<file path="src/rtl/wb_timer.sv">
// ---------------------------------------------------------------------------
// wb_timer -- Wishbone B4 pipelined-slave machine timer (mtime / mtimecmp).
//
// A prescaler divides clk by PRESCALE_DIV to advance a 64-bit mtime. The
// registered irq_timer is high while the timer is enabled and
// mtime >= mtimecmp (unsigned).
//
// Register map (byte offset, decoded on wb_adr[4:2]):
//   0x00 MTIME_LO     read also latches mtime[63:32] into shadow_hi
//   0x04 MTIME_HI     reads return shadow_hi; writes also update shadow_hi
//   0x08 MTIMECMP_LO
//   0x0C MTIMECMP_HI
//   0x10 CTRL         bit0 = EN, other bits read 0
//   0x14..0x1C        unmapped
//
// Optional build macro WB_TIMER_ERR_EN:
//   defined   - unmapped accesses answer with wb_err instead of wb_ack.
//   undefined - unmapped accesses are acked; reads give 0, writes are
//               ignored; wb_err is tied to 0.
//
// Ports:
//   clk        system clock, rising edge
//   rst        synchronous, active-high reset
//   wb_cyc     bus cycle in progress
//   wb_stb     request strobe
//   wb_we      write enable
//   wb_adr     byte address (only [4:2] decoded)
//   wb_sel     byte lane enables for writes
//   wb_dat_m   write data from the master
//   wb_ack     one-cycle acknowledge, one cycle after acceptance
//   wb_err     one-cycle error response (WB_TIMER_ERR_EN only)
//   wb_stall   always 0
//   wb_dat_s   read data, valid only in the ack cycle, 0 otherwise
//   irq_timer  level timer interrupt to the core
// ---------------------------------------------------------------------------
module wb_timer #(
    parameter int unsigned PRESCALE_DIV = 100,
    parameter logic [63:0] MTIMECMP_RST = 64'hFFFF_FFFF_FFFF_FFFF
) (
    input  logic        clk,
    input  logic        rst,
    input  logic        wb_cyc,
    input  logic        wb_stb,
    input  logic        wb_we,
    input  logic [31:0] wb_adr,
    input  logic [3:0]  wb_sel,
    input  logic [31:0] wb_dat_m,
    output logic        wb_ack,
    output logic        wb_err,
    output logic        wb_stall,
    output logic [31:0] wb_dat_s,
    output logic        irq_timer
);

    localparam logic [15:0] PRESCALE_LAST = 16'(PRESCALE_DIV - 1);

    localparam logic [2:0] OFF_MTIME_LO = 3'd0;
    localparam logic [2:0] OFF_MTIME_HI = 3'd1;
    localparam logic [2:0] OFF_CMP_LO   = 3'd2;
    localparam logic [2:0] OFF_CMP_HI   = 3'd3;
    localparam logic [2:0] OFF_CTRL     = 3'd4;

    logic [63:0] mtime;
    logic [63:0] mtime_nxt;
    logic [63:0] mtimecmp;
    logic [15:0] prescale_cnt;
    logic        en;
    logic [31:0] shadow_hi;

    logic        req;
    logic        wr;
    logic        rd;
    logic [2:0]  off;
    logic [31:0] byte_mask;
    logic        sel_any;
    logic        tick;
    logic        wr_mtime_lo;
    logic        wr_mtime_hi;
    logic [31:0] mtime_lo_wr;
    logic [31:0] mtime_hi_wr;
    logic [31:0] rd_data;
    logic        ack_q;
    logic [31:0] dat_q;
    logic        unused_adr;

    // Handshake: a request is valid when wb_cyc & wb_stb; the slave is
    // always ready (wb_stall = 0), so every valid cycle is an accepted
    // request and gets exactly one response (ack or err) in the next cycle,
    // even if wb_cyc drops in that next cycle.
    assign req = wb_cyc & wb_stb;
    assign wr  = req & wb_we;
    assign rd  = req & ~wb_we;
    assign off = wb_adr[4:2];

    assign unused_adr = ^{wb_adr[31:5], wb_adr[1:0]};

    assign byte_mask = {{8{wb_sel[3]}}, {8{wb_sel[2]}},
                        {8{wb_sel[1]}}, {8{wb_sel[0]}}};
    assign sel_any   = |wb_sel;

    assign tick = en && (prescale_cnt == PRESCALE_LAST);

    // sel = 0 writes nothing, so it must not suppress a pending increment.
    assign wr_mtime_lo = wr && sel_any && (off == OFF_MTIME_LO);
    assign wr_mtime_hi = wr && sel_any && (off == OFF_MTIME_HI);

    assign mtime_lo_wr = (mtime[31:0]  & ~byte_mask) | (wb_dat_m & byte_mask);
    assign mtime_hi_wr = (mtime[63:32] & ~byte_mask) | (wb_dat_m & byte_mask);

    // A bus write to either half of mtime overrides that cycle's increment:
    // the other half keeps its pre-increment value and no carry is applied.
    always_comb begin
        mtime_nxt = tick ? (mtime + 64'd1) : mtime;
        if (wr_mtime_lo) begin
            mtime_nxt = {mtime[63:32], mtime_lo_wr};
        end else if (wr_mtime_hi) begin
            mtime_nxt = {mtime_hi_wr, mtime[31:0]};
        end
    end

    always_comb begin
        rd_data = 32'd0;
        case (off)
            OFF_MTIME_LO: rd_data = mtime[31:0];
            OFF_MTIME_HI: rd_data = shadow_hi;
            OFF_CMP_LO:   rd_data = mtimecmp[31:0];
            OFF_CMP_HI:   rd_data = mtimecmp[63:32];
            OFF_CTRL:     rd_data = {31'd0, en};
            default:      rd_data = 32'd0;
        endcase
    end

    always_ff @(posedge clk) begin
        if (rst) begin
            mtime        <= 64'd0;
            mtimecmp     <= MTIMECMP_RST;
            prescale_cnt <= 16'd0;
            en           <= 1'b1;
            shadow_hi    <= 32'd0;
            irq_timer    <= 1'b0;
            ack_q        <= 1'b0;
            dat_q        <= 32'd0;
        end else begin
            if (en) begin
                prescale_cnt <= tick ? 16'd0 : (prescale_cnt + 16'd1);
            end
            mtime <= mtime_nxt;

            if (wr && (off == OFF_CMP_LO)) begin
                mtimecmp[31:0] <= (mtimecmp[31:0] & ~byte_mask) | (wb_dat_m & byte_mask);
            end
            if (wr && (off == OFF_CMP_HI)) begin
                mtimecmp[63:32] <= (mtimecmp[63:32] & ~byte_mask) | (wb_dat_m & byte_mask);
            end
            if (wr && (off == OFF_CTRL) && wb_sel[0]) begin
                en <= wb_dat_m[0];
            end

            // LO read snapshots the high half so a following HI read pairs
            // with the LO value just returned, even across a carry.
            if (rd && (off == OFF_MTIME_LO)) begin
                shadow_hi <= mtime[63:32];
            end else if (wr_mtime_hi) begin
                shadow_hi <= mtime_hi_wr;
            end

            // Compare uses the current registers, giving one cycle latency.
            irq_timer <= en && (mtime >= mtimecmp);

            dat_q <= rd ? rd_data : 32'd0;
`ifdef WB_TIMER_ERR_EN
            ack_q <= req && (off <= OFF_CTRL);
`else
            ack_q <= req;
`endif
        end
    end

`ifdef WB_TIMER_ERR_EN
    logic err_q;

    always_ff @(posedge clk) begin
        if (rst) begin
            err_q <= 1'b0;
        end else begin
            err_q <= req && (off > OFF_CTRL);
        end
    end

    assign wb_err = err_q;
`else
    assign wb_err = 1'b0;
`endif

    assign wb_ack   = ack_q;
    assign wb_dat_s = dat_q;
    assign wb_stall = 1'b0;

endmodule
</file>
<file path="config.mk">
export PLATFORM = sky130hd
export DESIGN_NAME = wb_timer
export DESIGN_NICKNAME = d
export VERILOG_FILES = /design/src/rtl/wb_timer.sv
export SDC_FILE = /design/constraint.sdc
export NUM_CORES = 1
export LEC_CHECK = 0
export BUFFER_PORTS_ARGS = -buffer_cell sky130_fd_sc_hd__buf_4
export CORE_UTILIZATION = 55
export CTS_BUF_LIST = sky130_fd_sc_hd__clkbuf_8 sky130_fd_sc_hd__clkbuf_16
export DETAILED_ROUTE_END_ITERATION = 7
export PLACE_DENSITY = 0.75
export SYNTH_ARGS = -nofsm -noshare
export SYNTH_HDL_FRONTEND = slang
export SYNTH_SLANG_ARGS = --single-unit
</file>
<file path="constraint.sdc">
create_clock -name clk -period 3.1 [get_ports clk]
set_input_delay 0.62 -clock clk [delete_from_list [all_inputs] [get_ports clk]]
set_output_delay 0.62 -clock clk [all_outputs]
set_load 0.02 [all_outputs]
</file>
== Word level (Yosys, flattened, before mapping) ==
Index checks and enable logic that the tools add are counted.

* Word-level logic and storage cells: 60
* Input port bits: 73
* Register bits after elaboration: 211

* Muxes and demuxes: 7
* Add/subtract/negate cells: 2
* Bitwise logic cells: 16
* Equal/unequal tests: 6
* Reduce and logical (&&, ||, !) cells: 18
* $lt $le $gt $ge: 1

{| class="wikitable"
|+ Operators by type and width
! kind !! count
|-
| bitwise AND 32 bit || 5
|-
| case mux 32 bit (5 select lines) || 1
|-
| two-way mux 64 bit || 2
|-
| OR 32 bit || 4
|-
| two-way mux 32 bit || 3
|-
| adder 64 x 1 -> 64 bit (second input constant) || 1
|-
| >= comparator 64 bit || 1
|-
| NOT 32 bit || 1
|-
| adder 16 x 1 -> 16 bit (second input constant) || 1
|-
| equality test 16 x 7 -> 1 bit (second input constant) || 1
|-
| two-way mux 16 bit || 1
|-
| logical AND 1 bit || 10
|-
| equality test 3 x 2 -> 1 bit (second input constant) || 2
|-
| nonzero test 2 bit || 3
|-
| AND reduction 2 bit || 2
|-
| OR reduction 4 bit || 1
|-
| bitwise AND 1 bit || 3
|-
| equality test 3 x 1 -> 1 bit (second input constant) || 1
|-
| equality test 3 bit (second input constant) || 1
|-
| logical NOT 3 bit || 1
|-
| NOT 1 bit || 3
|-
| inequality test 2 bit (second input constant) || 1
|-
| OR reduction 2 bit || 1
|}

== Logic depth before layout (Yosys ltp) ==
* Depth in word-level cells: 6
* Gate-level depth with buffers: 10
* Depth with buffers taken out: 8

== Worst setup path before layout ==
No wires, ideal clock.

* Path type: input -> register
* From: input port wb_sel[0]
* To: register mtime[50]
* Arrival time: 2.423 ns
* Path buffers: 2
* Slack: 0.546 ns
* Stages: 8
* Required time: 2.969 ns
* Path through: clkbuf_1 > or4_1 > and3_1 > clkbuf_1 > nor2_2 > a21oi_1 > a2111oi_0 > nor3_1

* Word-level cells in the longest chain between the ends: 5

{| class="wikitable"
|+ Ends and longest elaborated chain
! item !! RTL line !! source
|-
| from (decl) || 46 || <nowiki>input logic [3:0] wb_sel,</nowiki>
|-
| OR reduction 4 bit (*) || 99 || <nowiki>assign sel_any = |wb_sel;</nowiki>
|-
| logical AND 1 bit (*) || 104, 105 ||
|-
| logical AND 1 bit (on tied branches) || 105, 104 ||
|-
| nonzero test 2 bit (no source line) or NOT 1 bit (tied branches) || -- ||
|-
| AND reduction 2 bit (no source line) || -- ||
|-
| to (signal assigned) || 147 || <nowiki>mtime <= mtime_nxt;</nowiki>
|-
| to (decl) || 63 || <nowiki>logic [63:0] mtime;</nowiki>
|}

Mark *: on every way between the ends. The rest lies on a longest branch, timed or not. The select of a mux whose other input is x is not followed.
A chain may end at the register's enable or synchronous reset.

==> out/metrics.cfg <==
[cts]
cts.path.max_buffers = 3
clk_latency_ns = 0.52
clock_sinks = 211
root_buffer = clkbuf_16
path_clk_slew_ns = 0.06
cts_tree = yes
h-tree-depth = 1
cts_made_buffers = 23
ctsResizeCount = 0

[critical_path]
critPathCaptureType = register
critPathKind = register to register
critPathArrivalTime_ns = 3.13
r2r_slack_ns = 0.40
crit_fanout = 9
cp-start-kind = register
r2r_end = mtime[63]$_SDFFE_PP0P_
cp.required_ns = 3.52
rr_worst_depth = 6

[hold_path]
min_from = rst
min_to = wb_ack$_SDFF_PP0_
hold_path_class = primary input to register
hold_depth = 2

[route]
ant_nets = 0
drcViolationCount = 1
drt-total-wl_mm = 39.0
firstDrtPassIters = 8
wl_per_cell_um = 21.2
drt_iter0_drc = 1615
vias_per_cell = 6.67
vias = 12300

[placed_design]
dpl_worst_slack_ns = 0.218
io_buffers = 77
hpwl_mm = 27.3
placed_area_um2 = 12800
gp_congestion = 0.957

[yosys]
yosysSeqAreaShare_pct = 36.0
synth-main-ff-cell = dfxtp_1
yosysUniqueCellTypes = 66
synth_edf_count = 0
syn_area_um2 = 11700
synthCells = 1473
yosysWarnings = 0
async_flop_share_pct = 0
synth-seq-cells = 211
syn_avg_cell_area_um2 = 7.97

[grt]
grt_max_degree = 84
grt_antenna_before_repair = 0
grt_first_pass_wirelength_mm = 60.9
track_usage_pct = 35.0
grt_overflow_total = 0
grt_pass1_vias = 11100

[timing]
fin_skew_ns = 0.00900
rsz0062_at_grt = false
hold_slack_ns = 0.312
hold_viol = 0
tns_ns = 0
final_max_slew_viol_count = 0
tightest_slew_ns = 1.01
finalCriticalPeriod_ns = 2.70
max_freq_ghz = 0.370
setup_ws_ns = 0.398
setup_violations = 0
maxSlewHeadroom_pct = 32.4
finalCritPeriodShare_pct = 87.2

[run_status]
status = finished with violations
violations = design-rule violations

[pwr]
p_leak_nw = 5.72
powerDensity_nw_per_um2 = 441
total_power_mw = 5.99
ir_worst_vdd_mv = 0.338

[final_layout]
drive_above_1_share_pct = 13.2
area_growth_pct = 16.0
antennaDiodeCount = 0
n_fill_cell = 1844
design_area_um2 = 13600
multi_input_area_um2 = 6790
final_nets = 1685
register_area_um2 = 4220

[floorplanning]
core_um2 = 21000
die_x_um = 148
rows = 53
die_h_um = 148
ios = 109
dieArea_um2 = 21900
start_util_pct = 56.0

[flow_run]
timing.max_cap.violations = 0

==> Yosys cell counts, drive strengths merged (13+ instances only) <==
library cell / count / area [um^2]
a211oi: 14 / 105
a22oi: 72 / 541
o21ai: 68 / 340
nand2: 151 / 567
and4: 16 / 140
a222oi: 30 / 300
a21o: 18 / 135
clkbuf: 83 / 315
o211ai: 69 / 518
a21oi: 118 / 591
nor4: 19 / 125
mux2i: 14 / 140
nand4: 35 / 225
and3: 20 / 125
a31oi: 17 / 106
nor3: 39 / 195
nor2: 133 / 504
buf: 22 / 118
o31ai: 13 / 97.6
ha: 66 / 826
nand3: 45 / 225
inv: 84 / 315
dfxtp: 211 / 4220
==> final cells by class <==
cell class                 count  area share [%]
multi-input combinational   1074            49.9
sequential                   211            31.0
timing repair buffer         152            8.48
clock buffer                  31            5.04
tap                          275            2.53
inverter                      84            2.32
clock inverter                 9           0.681
==> repair_timing <==
item	in CTS	in global routing
hold buffers	0	0
setup endpoints to repair	0	1
buffers inserted	0	1
==> metal layers <==
layer | GRT usage, % | wire [um] | up-vias | share of wire (%)
met5 | 0 | 0 | - | 0
met4 | 13.2 | 1380 | 0 | 3.5
met1 | 48.7 | 16500 | 5816 | 42
met2 | 54.8 | 17100 | 702 | 44
li1 | - | - | 5629 | -
met3 | 5.18 | 4010 | 105 | 10
==> worst max-delay path by stage <==
stage	cells past startpoint	end	slack (ns)
2_1_floorplan	8	mtime[50]$_SDFFE_PP0P_	0.55
3_3_place_gp	7	shadow_hi[29]$_SDFFE_PP0P_	0.31
3_5_place_dp	8	mtime[50]$_SDFFE_PP0P_	0.22
4_1_cts	8	mtime[50]$_SDFFE_PP0P_	0.20
5_1_grt	8	mtime[50]$_SDFFE_PP0P_	0.18
6_report	6	mtime[63]$_SDFFE_PP0P_	0.40
==> stage by stage <==
stage,utilization (%),instances
after detailed placement,61.2,1795
after CTS,64.9,1835
after global placement,61.2,1795
after global routing,64.9,1836
after floorplan,-,1474
final,64.9,1836
==> power by group <==
group	switching (mW)	total [mW]	internal (mW)
Clock	1.13	2.83	1.70
Sequential	0.0352	2.78	2.74
Combinational	0.252	0.390	0.138
Total	1.42	5.99	4.58
==> worst max-delay path: stages (launching register included) <==
cell     delay (ns)
dfxtp_1        0.53
and3_1         0.33
and4_1         0.30
nand4_2        0.25
or3_1          0.49
or4_1          0.50
a31oi_1        0.20
==> cells by family (layout without fill, tap and decap cells) <==
group | Yosys count | after routing | share of synthesized area, %
AND/OR/NAND/NOR | 504 | 504 | 20.8
multiplexers | 17 | 17 | 1.48
adder cells (fa/ha/maj) | 66 | 66 | 7.04
AO/OA/AOI/OAI | 468 | 468 | 27.0
flip-flops | 211 | 211 | 36.0
other | 1 | 2 | 0.0320
buffers and inverters | 189 | 276 | 6.38
XOR/XNOR | 17 | 17 | 1.27
==> placed cells by master, fill, tap and decap left out, types with 6 or more instances in the layout <==
cell type	Yosys	routed
buf_4	3	151
a211oi_1	14	14
clkbuf_16	0	23
and2_1	8	8
nor3_1	39	37
nor2_1	131	130
a22oi_1	72	72
or3_1	10	10
nand4_1	34	34
nand3_1	45	45
a221oi_1	9	9
a21o_1	18	18
clkbuf_8	0	8
o21ai_0	64	64
ha_1	66	66
xor2_1	11	11
a31oi_1	17	17
or4_1	8	8
o31ai_1	13	13
o211ai_1	69	69
dfxtp_1	211	211
mux2i_1	14	14
a222oi_1	30	30
and3_1	20	20
nand2_1	151	151
a21oi_1	118	118
nor4_1	18	17
xnor2_1	6	6
inv_1	84	87
and4_1	16	16
Note: power is estimated with default switching activity, not from simulation.
